--- config.mk ---
export PLATFORM = sky130hd
export DESIGN_NAME = uart_rx_fifo_flat
export DESIGN_NICKNAME = d
export VERILOG_FILES = /design/src/rtl/uart_rx_fifo_if.sv /design/src/rtl/uart_rx_fifo.sv /design/src/flat_wrapper.sv
export SDC_FILE = /design/constraint.sdc
export NUM_CORES = 1
export LEC_CHECK = 0
export CORE_ASPECT_RATIO = 1.5
export CORE_UTILIZATION = 39
export CTS_CLUSTER_SIZE = 12
export DETAILED_ROUTE_END_ITERATION = 10
export SLEW_MARGIN = 20
export SYNTH_ARGS = -nofsm -noshare
export SYNTH_HDL_FRONTEND = slang
export SYNTH_SLANG_ARGS = --single-unit
--- constraint.sdc ---
create_clock -name clk -period 4.3 [get_ports clk]
set_clock_uncertainty 0.1 [all_clocks]
set_input_delay 1.29 -clock clk [delete_from_list [all_inputs] [get_ports clk]]
set_output_delay 1.29 -clock clk [all_outputs]
set_load 0.01 [all_outputs]
--- src/rtl/uart_rx_fifo_if.sv ---
// Receive-side output bus: head-of-FIFO frame, status flags and the pop handshake.
interface uart_rx_fifo_if #(
  parameter int MAX_BITS   = 9,
  parameter int FIFO_DEPTH = 8
);
  logic [MAX_BITS-1:0]         dout;
  logic                        dout_parity_err;
  logic                        dout_frame_err;
  logic                        dout_break;
  logic                        dout_valid;
  logic                        dout_ready;
  logic [$clog2(FIFO_DEPTH):0] fifo_count;
  logic                        overrun;

  modport master (
    output dout, dout_parity_err, dout_frame_err, dout_break,
    output dout_valid, fifo_count, overrun,
    input  dout_ready
  );

  modport slave (
    input  dout, dout_parity_err, dout_frame_err, dout_break,
    input  dout_valid, fifo_count, overrun,
    output dout_ready
  );
endinterface

--- src/rtl/uart_rx_fifo.sv ---
// Oversampling UART receiver: 2-of-3 majority sampling, false-start rejection,
// parity/framing/break status, first-word-fall-through output FIFO.
module uart_rx_fifo #(
  parameter int OVERSAMPLE = 16,
  parameter int MAX_BITS   = 9,
  parameter int FIFO_DEPTH = 8
) (
  input  logic           clk,
  input  logic           reset,
  input  logic           sample_tick,
  input  logic           rx,
  input  logic [3:0]     frame_length,
  input  logic           parity_en,
  input  logic           parity_type,
  input  logic           stop2,
  uart_rx_fifo_if.master out_if
);
  localparam int CW = $clog2(OVERSAMPLE);
  localparam int PW = $clog2(FIFO_DEPTH);
  localparam int EW = MAX_BITS + 3;
  localparam logic [CW-1:0] CNT_S0   = CW'(OVERSAMPLE / 2 - 1);
  localparam logic [CW-1:0] CNT_S1   = CW'(OVERSAMPLE / 2);
  localparam logic [CW-1:0] CNT_DEC  = CW'(OVERSAMPLE / 2 + 1);
  localparam logic [CW-1:0] CNT_LAST = CW'(OVERSAMPLE - 1);
  localparam logic [3:0]    LEN_MAX  = 4'(MAX_BITS);
  localparam logic [PW:0]   CNT_FULL = (PW + 1)'(FIFO_DEPTH);

  typedef enum logic [2:0] {S_IDLE, S_START, S_DATA, S_PARITY, S_STOP, S_BRK} state_t;

  logic [1:0]          rst_sync_q;
  logic                rst_n;
  logic                rx_meta_q, rx_s_q;
  state_t              state_q, state_d;
  logic [CW-1:0]       cnt_q, cnt_d;
  logic [3:0]          bit_q, bit_d;
  logic                stop_q, stop_d;
  logic                s0_q, s0_d, s1_q, s1_d;
  logic [MAX_BITS-1:0] data_q, data_d;
  logic                par_q, par_d;
  logic                ferr_q, ferr_d;
  logic [3:0]          len_q, len_d;
  logic                pen_q, pen_d, ptype_q, ptype_d, stop2_q, stop2_d;
  logic                vote, dec, wrap, last_stop;
  logic                push, ferr_now, perr, brk;
  logic [EW-1:0]       mem_q [FIFO_DEPTH];
  logic [EW-1:0]       head, entry;
  logic [PW-1:0]       wr_q, wr_d, rd_q, rd_d;
  logic [PW:0]         count_q, count_d;
  logic                ovr_q, ovr_d;
  logic                valid, pop, full, do_push;

  // Reset asserts asynchronously and releases on a clock edge.
  always_ff @(posedge clk or negedge reset) begin
    if (!reset) rst_sync_q <= 2'b00;
    else        rst_sync_q <= {rst_sync_q[0], 1'b1};
  end
  assign rst_n = rst_sync_q[1];

  // Two-flop synchroniser for the asynchronous rx pad; idles high.
  always_ff @(posedge clk or negedge rst_n) begin
    if (!rst_n) begin
      rx_meta_q <= 1'b1;
      rx_s_q    <= 1'b1;
    end else begin
      rx_meta_q <= rx;
      rx_s_q    <= rx_meta_q;
    end
  end

  assign vote      = (s0_q & s1_q) | (s0_q & rx_s_q) | (s1_q & rx_s_q);
  assign dec       = sample_tick && (cnt_q == CNT_DEC);
  assign wrap      = sample_tick && (cnt_q == CNT_LAST);
  assign last_stop = !stop2_q || stop_q;

  // FSM state register.
  always_ff @(posedge clk or negedge rst_n) begin
    if (!rst_n) state_q <= S_IDLE;
    else        state_q <= state_d;
  end

  // FSM next-state logic.
  always_comb begin
    state_d = state_q;
    case (state_q)
      S_IDLE:   if (sample_tick && !rx_s_q) state_d = S_START;
      S_START:  if (dec && vote) state_d = S_IDLE;
                else if (wrap) state_d = S_DATA;
      S_DATA:   if (wrap && (bit_q == len_q)) state_d = pen_q ? S_PARITY : S_STOP;
      S_PARITY: if (wrap) state_d = S_STOP;
      S_STOP:   if (dec && last_stop) state_d = brk ? S_BRK : S_IDLE;
      S_BRK:    if (sample_tick && rx_s_q) state_d = S_IDLE;
      default:  state_d = S_IDLE;
    endcase
  end

  // FSM outputs: frame completion and its status flags.
  always_comb begin
    push     = (state_q == S_STOP) && dec && last_stop;
    ferr_now = ferr_q | ((state_q == S_STOP) && dec && !vote);
    perr     = pen_q & (^data_q ^ par_q ^ ptype_q);
    brk      = ferr_now && (data_q == '0) && !(pen_q && par_q);
    entry    = {brk, ferr_now, perr, data_q};
  end

  // Bit timing, sampling, shifting and per-frame config capture.
  always_comb begin
    cnt_d   = cnt_q;
    bit_d   = bit_q;
    stop_d  = stop_q;
    s0_d    = s0_q;
    s1_d    = s1_q;
    data_d  = data_q;
    par_d   = par_q;
    ferr_d  = ferr_q;
    len_d   = len_q;
    pen_d   = pen_q;
    ptype_d = ptype_q;
    stop2_d = stop2_q;
    if (sample_tick) begin
      if (state_q == S_IDLE) begin
        if (!rx_s_q) begin
          cnt_d   = '0;
          bit_d   = '0;
          stop_d  = 1'b0;
          data_d  = '0;
          par_d   = 1'b0;
          ferr_d  = 1'b0;
          len_d   = (frame_length < 4'd5) ? 4'd5 :
                    (frame_length > LEN_MAX) ? LEN_MAX : frame_length;
          pen_d   = parity_en;
          ptype_d = parity_type;
          stop2_d = stop2;
        end
      end else if (state_q != S_BRK) begin
        cnt_d = (cnt_q == CNT_LAST) ? '0 : cnt_q + 1'b1;
        if (cnt_q == CNT_S0) s0_d = rx_s_q;
        if (cnt_q == CNT_S1) s1_d = rx_s_q;
        if (cnt_q == CNT_DEC) begin
          case (state_q)
            S_DATA: begin
              for (int i = 0; i < MAX_BITS; i++)
                if (bit_q == 4'(i)) data_d[i] = vote;
              bit_d = bit_q + 1'b1;
            end
            S_PARITY: par_d = vote;
            S_STOP: begin
              if (!vote) ferr_d = 1'b1;
              stop_d = 1'b1;
            end
            default: ;
          endcase
        end
      end
    end
  end

  // Receiver datapath registers.
  always_ff @(posedge clk or negedge rst_n) begin
    if (!rst_n) begin
      cnt_q   <= '0;
      bit_q   <= '0;
      stop_q  <= 1'b0;
      s0_q    <= 1'b1;
      s1_q    <= 1'b1;
      data_q  <= '0;
      par_q   <= 1'b0;
      ferr_q  <= 1'b0;
      len_q   <= 4'd8;
      pen_q   <= 1'b0;
      ptype_q <= 1'b0;
      stop2_q <= 1'b0;
    end else begin
      cnt_q   <= cnt_d;
      bit_q   <= bit_d;
      stop_q  <= stop_d;
      s0_q    <= s0_d;
      s1_q    <= s1_d;
      data_q  <= data_d;
      par_q   <= par_d;
      ferr_q  <= ferr_d;
      len_q   <= len_d;
      pen_q   <= pen_d;
      ptype_q <= ptype_d;
      stop2_q <= stop2_d;
    end
  end

  assign valid = (count_q != '0);
  assign full  = (count_q == CNT_FULL);
  assign pop   = valid & out_if.dout_ready;
  assign head  = mem_q[rd_q];

  // FIFO pointer/count update; a full FIFO still accepts a push paired with a pop.
  always_comb begin
    do_push = push && (!full || pop);
    ovr_d   = push && full && !pop;
    wr_d    = do_push ? wr_q + 1'b1 : wr_q;
    rd_d    = pop ? rd_q + 1'b1 : rd_q;
    count_d = count_q;
    if (do_push && !pop)      count_d = count_q + 1'b1;
    else if (pop && !do_push) count_d = count_q - 1'b1;
  end

  // FIFO control registers.
  always_ff @(posedge clk or negedge rst_n) begin
    if (!rst_n) begin
      wr_q    <= '0;
      rd_q    <= '0;
      count_q <= '0;
      ovr_q   <= 1'b0;
    end else begin
      wr_q    <= wr_d;
      rd_q    <= rd_d;
      count_q <= count_d;
      ovr_q   <= ovr_d;
    end
  end

  // FIFO storage; contents are qualified by the count, so no reset is needed.
  always_ff @(posedge clk) begin
    if (do_push) mem_q[wr_q] <= entry;
  end

  assign out_if.dout            = valid ? head[MAX_BITS-1:0] : '0;
  assign out_if.dout_parity_err = valid & head[MAX_BITS];
  assign out_if.dout_frame_err  = valid & head[MAX_BITS+1];
  assign out_if.dout_break      = valid & head[MAX_BITS+2];
  assign out_if.dout_valid      = valid;
  assign out_if.fifo_count      = count_q;
  assign out_if.overrun         = ovr_q;
endmodule

--- src/flat_wrapper.sv ---
// flat-port wrapper written by rule: the top's interface ports become plain ports
module uart_rx_fifo_flat 
#(
  parameter int OVERSAMPLE = 16,
  parameter int MAX_BITS   = 9,
  parameter int FIFO_DEPTH = 8
)
  (clk, reset, sample_tick, rx, frame_length, parity_en, parity_type, stop2, out_if_dout, out_if_dout_parity_err, out_if_dout_frame_err, out_if_dout_break, out_if_dout_valid, out_if_fifo_count, out_if_overrun, out_if_dout_ready);
  uart_rx_fifo_if #(.MAX_BITS(MAX_BITS), .FIFO_DEPTH(FIFO_DEPTH)) out_if_i ();
  input  logic clk;
  input  logic reset;
  input  logic sample_tick;
  input  logic rx;
  input  logic [3:0] frame_length;
  input  logic parity_en;
  input  logic parity_type;
  input  logic stop2;
  output wire logic [$bits(out_if_i.dout)-1:0] out_if_dout;
  output wire logic [$bits(out_if_i.dout_parity_err)-1:0] out_if_dout_parity_err;
  output wire logic [$bits(out_if_i.dout_frame_err)-1:0] out_if_dout_frame_err;
  output wire logic [$bits(out_if_i.dout_break)-1:0] out_if_dout_break;
  output wire logic [$bits(out_if_i.dout_valid)-1:0] out_if_dout_valid;
  output wire logic [$bits(out_if_i.fifo_count)-1:0] out_if_fifo_count;
  output wire logic [$bits(out_if_i.overrun)-1:0] out_if_overrun;
  input wire logic [$bits(out_if_i.dout_ready)-1:0] out_if_dout_ready;
  assign out_if_dout = out_if_i.dout;
  assign out_if_dout_parity_err = out_if_i.dout_parity_err;
  assign out_if_dout_frame_err = out_if_i.dout_frame_err;
  assign out_if_dout_break = out_if_i.dout_break;
  assign out_if_dout_valid = out_if_i.dout_valid;
  assign out_if_fifo_count = out_if_i.fifo_count;
  assign out_if_overrun = out_if_i.overrun;
  assign out_if_i.dout_ready = out_if_dout_ready;
  uart_rx_fifo #(.OVERSAMPLE(OVERSAMPLE), .MAX_BITS(MAX_BITS), .FIFO_DEPTH(FIFO_DEPTH)) u_core (.clk(clk), .reset(reset), .sample_tick(sample_tick), .rx(rx), .frame_length(frame_length), .parity_en(parity_en), .parity_type(parity_type), .stop2(stop2), .out_if(out_if_i));
endmodule
## Word-level counts from Yosys, hierarchy flattened

Memories as Yosys holds them, arrays and structs flattened.
Cells that the tools add are included.

| operators by class | value |
|---|---|
| $add $sub $neg | 6 |
| order comparisons | 2 |
| eq/ne operators | 28 |
| muxes and demuxes | 53 |
| bitwise logic cells | 15 |
| reduce and logical (&&, ||, !) cells | 65 |

Operators by type and width:

| cell | count |
|---|---|
| AND reduction 6 bit | 11 |
| 2-to-1 mux 9 bit | 6 |
| 2-to-1 mux 4 bit | 12 |
| nonzero test 2 bit | 15 |
| 2-to-1 mux 3 bit | 9 |
| 2-to-1 mux 1 bit | 25 |
| == test 4 x 3 -> 1 bit, second input constant | 5 |
| == test 4 bit, second input constant | 5 |
| logical AND 1 bit | 18 |
| one-hot mux 3 bit (6 select lines) | 1 |
| AND reduction 5 bit | 3 |
| adder 4 x 1 -> 4 bit, second input constant | 3 |
| != test 2 x 1 -> 1 bit, second input constant | 5 |
| logical NOT 9 bit | 1 |
| XOR reduction 9 bit | 1 |
| bitwise AND 1 bit | 8 |
| == test 4 x 2 -> 1 bit, second input constant | 2 |
| AND reduction 4 bit | 2 |
| logical NOT 1 bit | 7 |
| adder 3 x 1 -> 3 bit, second input constant | 2 |
| == test 3 x 2 -> 1 bit, second input constant | 2 |
| == test 3 bit, second input constant | 2 |
| AND reduction 3 bit | 2 |
| == test 4 x 1 -> 1 bit, second input constant | 1 |
| other kinds (15) | 21 |

| storage, ports and cells | value |
|---|---|
| flip-flop bits (word level) | 47 |
| memory bits (writable) | 96 |
| input port bits | 12 |
| output and inout bits | 18 |
| logic and storage cells | 198 |
| memories kept | 1 |

Memory list:

| name | depth | bits a word | rd ports | clocked after Yosys merged registers in | wr ports | RTL line | RTL |
|---|---|---|---|---|---|---|---|
| u_core.mem_q | 8 | 12 | 1 | 0 | 1 | uart_rx_fifo.sv:45 | `logic [EW-1:0] mem_q [FIFO_DEPTH];` |

## Depth between registers and ports, before layout

Gate-level depths: netlist of run 1.

| logic depth | value |
|---|---|
| depth in word-level cells | 11 |
| gate-level depth with buffers | 14 |
| depth with buffers taken out | 13 |

## Worst setup path before layout of run 1

OpenSTA, ideal clock, no wires.

| timing | value |
|---|---|
| path type | input -> register |
| from | input sample_tick |
| to | memory u_core.mem_q[0][0] (netlist bit) (enable) |
| setup time | 396 ps |
| arrival time | 2,879 ps |
| data required time | 3,804 ps |
| setup slack | 925 ps |
| stages | 6 |
| path through | and4b_1 nand4_1 nor2b_1 buf_2 nand2b_1 nor3_1 |

| on the way | value |
|---|---|
| word-level cells in the longest chain between the ends | 6 |

RTL lines:

| element | RTL line | RTL |
|---|---|---|
| start: declaration | flat_wrapper.sv:12 | `input logic sample_tick;` |
| logical AND 1 bit | uart_rx_fifo.sv:71 | `assign dec = sample_tick && (cnt_q == CNT_DEC);` |
| logical AND 1 bit (2 in series) | uart_rx_fifo.sv:98 | `push = (state_q == S_STOP) && dec && last_stop;` |
| logical AND 1 bit | uart_rx_fifo.sv:195 | `do_push = push && (!full \|\| pop);` |
| named net u_core.do_push | uart_rx_fifo.sv:50 | `logic valid, pop, full, do_push;` |
| 2-to-1 mux 1 bit | uart_rx_fifo.sv:221 | `if (do_push) mem_q[wr_q] <= entry;` |
| 2-to-1 mux 1 bit (implied by the code) | uart_rx_fifo.sv:221 |  |
| end: declaration | uart_rx_fifo.sv:45 |  |

The timed path passes the listed nets, and every way through them passes these cells.

## Worst setup path in the final report of run 1

| timing | value |
|---|---|
| from | register u_core.rd_q[0] |
| to | output out_if_dout[8] |

| on the way | value |
|---|---|
| word-level cells in the longest chain between the ends | 2 |

RTL lines:

| element | RTL line | RTL |
|---|---|---|
| start: declaration | uart_rx_fifo.sv:47 | `logic [PW-1:0] wr_q, wr_d, rd_q, rd_d;` |
| start signal: assignment | uart_rx_fifo.sv:213 | `rd_q <= rd_d;` |
| memory read (8 x 12 bit) | n/a |  |
| 2-to-1 mux 9 bit | uart_rx_fifo.sv:224 | `assign out_if.dout = valid ? head[MAX_BITS-1:0] : '0;` |
| end: declaration | flat_wrapper.sv:18 | `output wire logic [$bits(out_if_i.dout)-1:0] out_if_dout;` |

No other way between the ends.

==> results of run 1 <==
## final timing paths
kind | from | to | slack (ns) | depth (start not counted)
setup / recovery | u_core.rd_q[0] | out_if_dout[8] | 0.52 | 5
hold / removal | u_core.rst_sync_q[1] | u_core.bit_q[0] | 0.23 | 0
setup reg to reg | u_core.cnt_q[1] | u_core.out_if.fifo_count[3] | 1.58 | 13
hold reg to reg | u_core.rst_sync_q[1] | u_core.bit_q[0] | 0.23 | 0
max in group asynchronous | reset | u_core.rst_sync_q[1] | 3.04 | 1
min in group clk | u_core.rx_meta_q | u_core.rx_s_q | 0.26 | 0
## state kept, by name (all words and copies together) (netlist names), 4 cells and up
register and cells:
u_core.mem_q 96, u_core.bit_q 4, u_core.len_q 4, u_core.cnt_q 4, u_core.out_if.fifo_count 4, u_core.data_q 9
## logic make-up (layout without fill, tap and decap cells)
kind of cell,Yosys count,in the layout,share of synthesized area [%]
DFF,143,143,63.88
and+or+nand+nor,98,98,7.983
AOI/OAI and AO/OA,71,71,6.882
muxes,46,46,12.21
buffers and inverters,42,99,2.890
adders and majority gates,18,18,3.618
xor gates and xnor gates,18,18,2.477
other,1,1,0.05893
## layer usage
metal,track usage [%],wire [um]
met1,17.59,4733
met2,28.08,6445
met3,2.865,325
met4,6.151,162
met5,0,0
## worst max-delay path, delay by kind of cell, from the launching register on
family                 cells  cell delay (ns)
flip-flops                 1             0.34
AND/OR/NAND/NOR            1             0.08
multiplexers               2             0.74
buffers and inverters      2             0.81
## layout make-up
cell class	count	share of cell area, %
sequential	143	54.11
multi-input combinational	252	28.20
clock buffer	18	5.707
timing repair buffer	45	5.458
tap	203	3.378
clock inverter	14	2.047
inverter	22	1.098
## cells in the final DEF (no fill, tap or decap), drive strengths merged, types with 18 or more instances in the layout
cell,instances
clkbuf,18
clkdlybuf4s50,29
dfrtp,42
edfxtp,96
inv,29
mux4,24
nand2,24
nor2,30
o21ai,30
## power by group through the flow
stage	clock (mW)	sequential (mW)	combinational, mW
6_report	1.44	2.08	1.70
3_5_place_dp	0	2.11	1.73
4_1_cts	1.48	2.08	1.73
3_3_place_gp	0	2.09	1.68
2_1_floorplan	0	1.96	1.28
5_1_grt	1.53	2.12	1.91
## metrics by stage
| step | power, mW | area [sq um] | util [%] | std cells |
|---|---|---|---|---|
| floorplan | 3.242 | 6364 | - | 437 |
| global placement | 3.777 | 6934 | 43.98 | 665 |
| detailed placement | 3.836 | 6934 | 43.98 | 665 |
| CTS | 5.287 | 7517 | 47.68 | 697 |
| global route | 5.558 | 7520 | 47.70 | 697 |
| finish | 5.221 | 7520 | 47.70 | 697 |
==> results.py, run 1 <==
metrics = {
    "setup_path": {
        "crit_required_ns": 2.91,
        "crit_arrival_ns": 2.39,
        "cp_slowest_cell": "mux4_2",
        "path_max_fanout": 17,
        "path_cells": "buf_4, mux4_2, mux2i_1, nor2_1, clkdlybuf4s50_1",
        "path_class": "reg2out",
        "critPathCaptureType": "output port",
        "cpPeakStageDelay_ns": 0.55,
        "critPathLaunchType": "register",
    },
    "sta": {
        "rsz0062_at_grt": "no",
        "holdWs_ns": 0.2309,
        "tightest_slew_ns": 0.8379,
        "hold_viol_final": 0,
        "slew_headroom_pct": 44.14,
        "min_period_over_period_pct": 87.93,
        "setup_viol": 0,
        "period_minus_slack_ns": 3.781,
        "finalSetupTns_ns": 0,
        "drv_slew": 0,
        "worst_slack_ns": 0.5188,
        "clock.fmax_mhz": 264.5,
    },
    "routing": {
        "drc": 0,
        "drt_iter0_markers": 192,
        "viasPerCell": 5.139,
        "finalWirelength_um": 11670,
        "vias": 3582,
        "dr.pass1.iters": 4,
        "routedWlPerCell_um": 16.74,
        "ant_nets": 0,
    },
    "clock_network": {
        "cts.clk_slew.worst_paths_ns": 0.06,
        "cts-hold-fix-buffers": 0,
        "cts_num_sinks": 143,
        "clk_latency_ns": 0.41,
        "clockBufferDepth": 2,
        "ctsHtreeMaxLevel": 4,
        "cts_tree": "done",
        "root_buffer": "clkbuf_16",
        "cts_buffers": 17,
        "cts_setup_buffers": 0,
        "ctsResizeCount": 0,
    },
    "finish": {
        "areaGrowthSynthToFinish_pct": 18.17,
        "nets": 510,
        "seqCellArea_sq_um": 4069,
        "drive_gt1_share_pct": 18.83,
        "fillers": 1374,
        "antenna_cells": 0,
        "multi_input_area_sq_um": 2121,
    },
    "outcome": {
        "status": "finished clean",
    },
    "placement": {
        "io_buffers": 29,
        "gp_congestion": 0.7678,
        "post-place-ws_ns": 0.4587,
        "dp_hpwl_um": 7833,
    },
    "pwr": {
        "intPower_mw": 3.515,
        "p_leak_nw": 2.789,
        "switchingPower_mw": 1.705,
        "cellPowerDensity_nw_per_um2": 694.3,
        "ir_drop_mv": 0.3701,
        "p_sw_share_pct": 32.66,
        "p_seq_share_pct": 39.8,
        "p_clk_share_pct": 27.7,
        "combPwrFrac_pct": 32.6,
    },
    "synthesis": {
        "synth_edf_count": 96,
        "synthArstFlopShare_pct": 32.87,
        "yosysMostFrequentCell": "edfxtp_1",
        "ys_ff_latch": 143,
        "ys.flop_type": "edfxtp_1",
        "synth_area_leaders": "edfxtp_1, dfrtp_1, mux4_2, ha_1, xnor2_1",
        "ys_top_cells_by_count": "edfxtp_1, dfrtp_1, nor2_1, mux4_2",
        "yosysSeqAreaShare_pct": 63.88,
        "syn_nets": 466,
        "ys_types": 58,
        "yosysTopAreaCell": "edfxtp_1",
        "yosysWarnings": 0,
        "synthCells": 437,
        "syn_area_per_cell_sq_um": 14.56,
        "netlist_area_sq_um": 6364,
        "yosys.area.top_type_share_pct": 45.30,
    },
    "grt": {
        "grt_pass1_wl_um": 19220,
        "grt_overflow_total": 0,
        "grt_max_degree": 46,
        "antenna_found_initial": 0,
        "grt_util_all_layers_pct": 15.35,
        "first_global_vias": 3705,
    },
    "floorplanning": {
        "ios": 30,
        "die_x_um": 106.3,
        "initial_core_util_pct": 40.37,
        "dieArea_sq_um": 16840,
        "core_sq_um": 15770,
        "fp.dieH_um": 158.4,
        "rows": 56,
    },
    "job": {
        "maxCapViolations": 0,
    },
    "hold_path": {
        "hold_class": "reg2async",
    },
}
Power figures use the tool's default switching activity.
==> run 2, diff against run 1 <==
CORE_MARGIN = 2   (was default)
==> run 2 against run 1 <==
  * Die area grew 3.2%
  * Sequential cell count stayed put
  * Largest cell class unchanged
  * Utilization down 1.2 points
  * Highest routed layer unchanged
==> results.py, run 2 (synthesized netlist as in run 1, its figures left out) <==
metrics = {
    "placement": {
        "post-place-ws_ns": 0.3070,
        "io_buffers": 29,
        "dp_cells": 666,
        "dp_hpwl_um": 7914,
        "placed_area_sq_um": 6935,
        "gp_congestion": 0.8120,
    },
    "grt": {
        "grt_util_all_layers_pct": 15.06,
        "first_global_vias": 3785,
        "top_usage_layer": "met2",
        "grt_overflow_total": 0,
        "antenna_found_initial": 0,
        "grtUsageMet1_pct": 17.08,
        "grt_pass1_wl_um": 19510,
        "use_met3_pct": 2.800,
        "use_met2_pct": 26.93,
        "grt_max_degree": 46,
    },
    "finish": {
        "nets": 508,
        "fin_cells": 698,
        "regMostFlops": "u_core.mem_q",
        "areaGrowthSynthToFinish_pct": 17.66,
        "reg_top3": "u_core.mem_q x96, u_core.data_q x9",
        "drive_gt1_share_pct": 18.70,
        "final_common_cell": "edfxtp_1",
        "fin_area_sq_um": 7487,
        "layout_common_cells": "edfxtp_1, dfrtp_1, nor2_1, clkdlybuf4s50_1, mux4_2",
        "antenna_cells": 0,
        "largest_reg_flops": 96,
    },
    "pwr": {
        "p_sw_share_pct": 33.72,
        "switchingPower_mw": 1.732,
        "intPower_mw": 3.403,
        "ir_drop_mv": 0.3145,
        "p_seq_share_pct": 40.5,
        "combPwrFrac_pct": 33.0,
        "total_power_mw": 5.135,
        "p_leak_nw": 2.767,
        "cellPowerDensity_nw_per_um2": 685.8,
        "p_clk_share_pct": 26.5,
    },
    "clock_network": {
        "cts_num_sinks": 143,
        "cts_buffers": 17,
        "ctsHtreeMaxLevel": 4,
        "clk_latency_ns": 0.42,
        "cts.clk_slew.worst_paths_ns": 0.06,
        "cts_setup_buffers": 0,
        "cts_tree": "done",
        "cts-hold-fix-buffers": 0,
        "clockBufferDepth": 2,
        "ctsResizeCount": 0,
        "root_buffer": "clkbuf_16",
    },
    "setup_path": {
        "critPathCaptureType": "output port",
        "path_class": "reg2out",
        "critPathLaunchType": "register",
        "crit_arrival_ns": 2.30,
        "crit_required_ns": 2.91,
        "path_max_fanout": 26,
    },
    "routing": {
        "viasPerCell": 5.228,
        "vias": 3649,
        "drc": 0,
        "ant_nets": 0,
        "drt_iter0_markers": 132,
        "routedWlPerCell_um": 17.11,
        "finalWirelength_um": 11940,
        "dr.pass1.iters": 4,
    },
    "sta": {
        "worst_slack_ns": 0.6058,
        "drv_slew": 0,
        "finalSetupTns_ns": 0,
        "min_period_over_period_pct": 85.91,
        "tightest_slew_ns": 0.8320,
        "setup_viol": 0,
        "rsz0062_at_grt": "no",
        "hold_viol_final": 0,
        "clock.fmax_mhz": 270.7,
        "period_minus_slack_ns": 3.694,
        "slew_headroom_pct": 44.53,
    },
    "hold_path": {
        "hold_class": "reg2async",
    },
    "floorplanning": {
        "core_sq_um": 16120,
        "ios": 30,
        "fp.dieH_um": 160.4,
        "initial_core_util_pct": 39.48,
        "dieArea_sq_um": 17380,
        "die_x_um": 108.3,
        "rows": 57,
    },
    "outcome": {
        "status": "finished clean",
    },
    "job": {
        "maxCapViolations": 0,
    },
}
[run 2: cell types whose count changed in the layout (fill, tap and decap cells not counted)]
cell,previous run,this run
inv_8,0,2
buf_12,0,1
clkbuf_1,1,0
bufinv_16,2,0
buf_4,16,13
clkinvlp_4,2,3
[run 2: through the flow]
| step | hold WS (ns) | utilization [%] |
|---|---|---|
| finish | 0.2284 | 46.45 |
| global route | 0.2627 | 46.45 |
| CTS | 0.2609 | 46.44 |
| detailed placement | 0.2456 | 43.03 |
| global placement | 0.2380 | 43.03 |
| floorplan | 0.2312 | - |
[run 2: layout make-up]
type / instances / area, sq um
clock buffers: 17 / 425.4
clock inverters: 15 / 123.9
fillers: 1451 / 8631
inverters: 22 / 82.58
multi-input cells: 252 / 2121
flip-flops and latches: 143 / 4069
well taps: 206 / 257.7
repair buffers: 43 / 407.9
[run 2: critical path, cell delays in order, from the launching register on]
cell	delay, ns
dfrtp_1	0.37
buf_12	0.24
mux4_2	0.55
mux2i_1	0.18
nor2_1	0.06
clkdlybuf4s50_1	0.47
[run 2: worst paths after layout]
path                                       from                     endpoint  slack, ns  cells past startpoint
setup / recovery                 u_core.rd_q[0]               out_if_dout[8]       0.61                      5
hold / removal             u_core.rst_sync_q[1]  u_core.out_if.fifo_count[0]       0.23                      0
setup reg to reg                u_core.cnt_q[1]  u_core.out_if.fifo_count[3]       1.44                     13
hold reg to reg            u_core.rst_sync_q[1]  u_core.out_if.fifo_count[0]       0.23                      0
max in group asynchronous                 reset         u_core.rst_sync_q[1]       3.04                      1
min in group clk               u_core.rx_meta_q                u_core.rx_s_q       0.26                      0
[run 2: routing by layer]
| layer | vias to the layer above | share of wire [%] |
|---|---|---|
| li1 | 1719 | - |
| met1 | 1850 | 39 |
| met2 | 59 | 55 |
| met3 | 21 | 2.6 |
| met4 | 0 | 2.6 |
| met5 | - | 0 |
[run 2: power groups by stage]
stage                     registers [mW]  clock network [mW]  logic (mW)
after floorplan                     1.96                   0        1.28
after global placement              2.10                   0        1.69
after detailed placement            2.11                   0        1.72
after CTS                           2.08                1.39        1.72
after global routing                2.12                1.44        1.89
final                               2.08                1.36        1.70
==> run 3, diff against run 2 <==
PLACE_DENSITY_LB_ADDON = 0.25   (was default)
RECOVER_POWER = 25   (was default)
==> run 3 against run 2 <==
  * The run now ends with capacitance limit, slew limit left
  * Cell count grew 0.14%
  * Critical path type unchanged
  * Sequential cell count is the same
  * Highest routed layer unchanged
  * Non-clock buffer count grew 1
  * Maximum frequency shrank 2.3%
  * Clock power grew 4%
  * Sequential share of layout area shrank 0.25 points
  * Power grew 1.2%
==> results.py, run 3 (synthesized netlist as in run 1, its figures left out) <==
metrics = {
    "floorplanning": {
        "initial_core_util_pct": 39.48,
        "ios": 30,
        "fp.dieH_um": 160.4,
        "dieArea_sq_um": 17380,
        "rows": 57,
        "core_sq_um": 16120,
        "die_x_um": 108.3,
    },
    "routing": {
        "ant_nets": 0,
        "drt_iter0_markers": 176,
        "vias": 3589,
        "routedWlPerCell_um": 17.18,
        "viasPerCell": 5.134,
        "dr.pass1.iters": 4,
        "finalWirelength_um": 12010,
        "drc": 0,
    },
    "setup_path": {
        "critPathLaunchType": "register",
        "crit_required_ns": 2.91,
        "path_max_fanout": 24,
        "r2r_setup_slack_ns": 1.45,
        "critPathCaptureType": "output port",
        "r2r_start": "u_core.cnt_q[1]",
        "path_class": "reg2out",
        "r2r_cells": 13,
        "crit_arrival_ns": 2.39,
        "worstReg2RegEnd": "u_core.out_if.fifo_count[3]",
    },
    "pwr": {
        "cellPowerDensity_nw_per_um2": 691.3,
        "p_leak_nw": 2.778,
        "ir_drop_mv": 0.3242,
    },
    "placement": {
        "dp_cells": 667,
        "io_buffers": 29,
        "gp_congestion": 0.7933,
        "dp_hpwl_um": 8015,
    },
    "finish": {
        "drive_gt1_share_pct": 18.66,
        "layout_common_cells": "edfxtp_1, dfrtp_1, nor2_1, clkdlybuf4s50_1, mux4_2",
        "nets": 509,
        "fin_cells": 699,
        "areaGrowthSynthToFinish_pct": 18.09,
        "reg_top3": "u_core.mem_q x96, u_core.data_q x9",
        "antenna_cells": 0,
        "largest_reg_flops": 96,
        "final_common_cell": "edfxtp_1",
        "regMostFlops": "u_core.mem_q",
    },
    "clock_network": {
        "clockBufferDepth": 2,
        "cts_tree": "done",
        "ctsResizeCount": 0,
        "cts_buffers": 17,
        "root_buffer": "clkbuf_16",
        "clk_latency_ns": 0.42,
        "cts_num_sinks": 143,
        "cts_setup_buffers": 0,
        "ctsHtreeMaxLevel": 4,
        "cts-hold-fix-buffers": 0,
        "cts.clk_slew.worst_paths_ns": 0.06,
    },
    "sta": {
        "finalSetupTns_ns": 0,
        "rsz0062_at_grt": "no",
        "clock.fmax_mhz": 264.4,
        "drv_slew": 46,
        "min_period_over_period_pct": 87.96,
        "setup_viol": 0,
        "hold_viol_final": 0,
        "tightest_slew_ns": 1.830,
        "slew_headroom_pct": -21.97,
        "period_minus_slack_ns": 3.782,
    },
    "grt": {
        "top_usage_layer": "met2",
        "grt_pass1_wl_um": 19720,
        "grt_util_all_layers_pct": 15.13,
        "use_met2_pct": 26.42,
        "grt_overflow_total": 0,
        "first_global_vias": 3752,
        "grt_max_degree": 46,
        "use_met3_pct": 3.531,
        "grtUsageMet1_pct": 18.21,
        "antenna_found_initial": 0,
    },
    "outcome": {
        "failed_checks": "capacitance limit, slew limit",
        "status": "finished with violations",
    },
    "hold_path": {
        "hold_start": "u_core.rst_sync_q[0]",
        "holdPathEnd": "u_core.rst_sync_q[1]",
        "hold_path_depth": 0,
        "hold_class": "reg2reg",
    },
    "job": {
        "maxCapViolations": 1,
    },
}
==> run 3: per-layer routing <==
metal  part of all wire, %  routed length (um)
met1                    41                4974
met2                    55                6614
met3                   2.1                 252
met4                   1.4                 165
met5                     0                   0
==> run 3: final cells by class <==
class                   count  area, sq um
clock inverters            15        147.6
flip-flops and latches    143         4065
inverters                  22        82.58
repair buffers             44        415.4
clock buffers              17        425.4
well taps                 206        257.7
multi-input cells         252         2121
fillers                  1470         8603
==> run 3: metrics by stage <==
stage / util [%] / instance area, sq um / power (mW) / hold slack, ns / setup slack (ns)
after CTS: 46.63 / 7516 / 5.272 / 0.2566 / 0.4659
after global placement: 43.08 / 6943 / 3.788 / 0.2383 / 0.3368
after detailed placement: 43.08 / 6943 / 3.842 / 0.2401 / 0.2807
final: 46.62 / 7515 / 5.195 / 0.2542 / 0.5176
after floorplan: - / 6364 / 3.242 / 0.2312 / 0.9247
after global routing: 46.62 / 7515 / 5.533 / 0.2603 / 0.3971
==> run 3: how the worst max path moves through the flow <==
stage / end / startpoint / depth (start not counted)
after floorplan: u_core.mem_q[0][0] / sample_tick / 6
after global placement: u_core.out_if.fifo_count[3] / sample_tick / 12
after detailed placement: u_core.out_if.fifo_count[3] / sample_tick / 12
after CTS: out_if_dout[8] / u_core.rd_q[0] / 5
after global routing: out_if_dout[8] / u_core.rd_q[0] / 5
final: out_if_dout[8] / u_core.rd_q[0] / 5
==> run 3: critical path: stages, from the launching register on <==
cell and delay, ns:
dfrtp_1 0.43, buf_12 0.25, mux4_2 0.53, mux2i_1 0.20, nor2_1 0.06, clkdlybuf4s50_1 0.48
==> run 3: power by group <==
| part | internal, mW | switching (mW) | total (mW) |
|---|---|---|---|
| registers | 1.77 | 0.317 | 2.09 |
| logic | 0.888 | 0.805 | 1.69 |
| clock network | 0.812 | 0.604 | 1.42 |
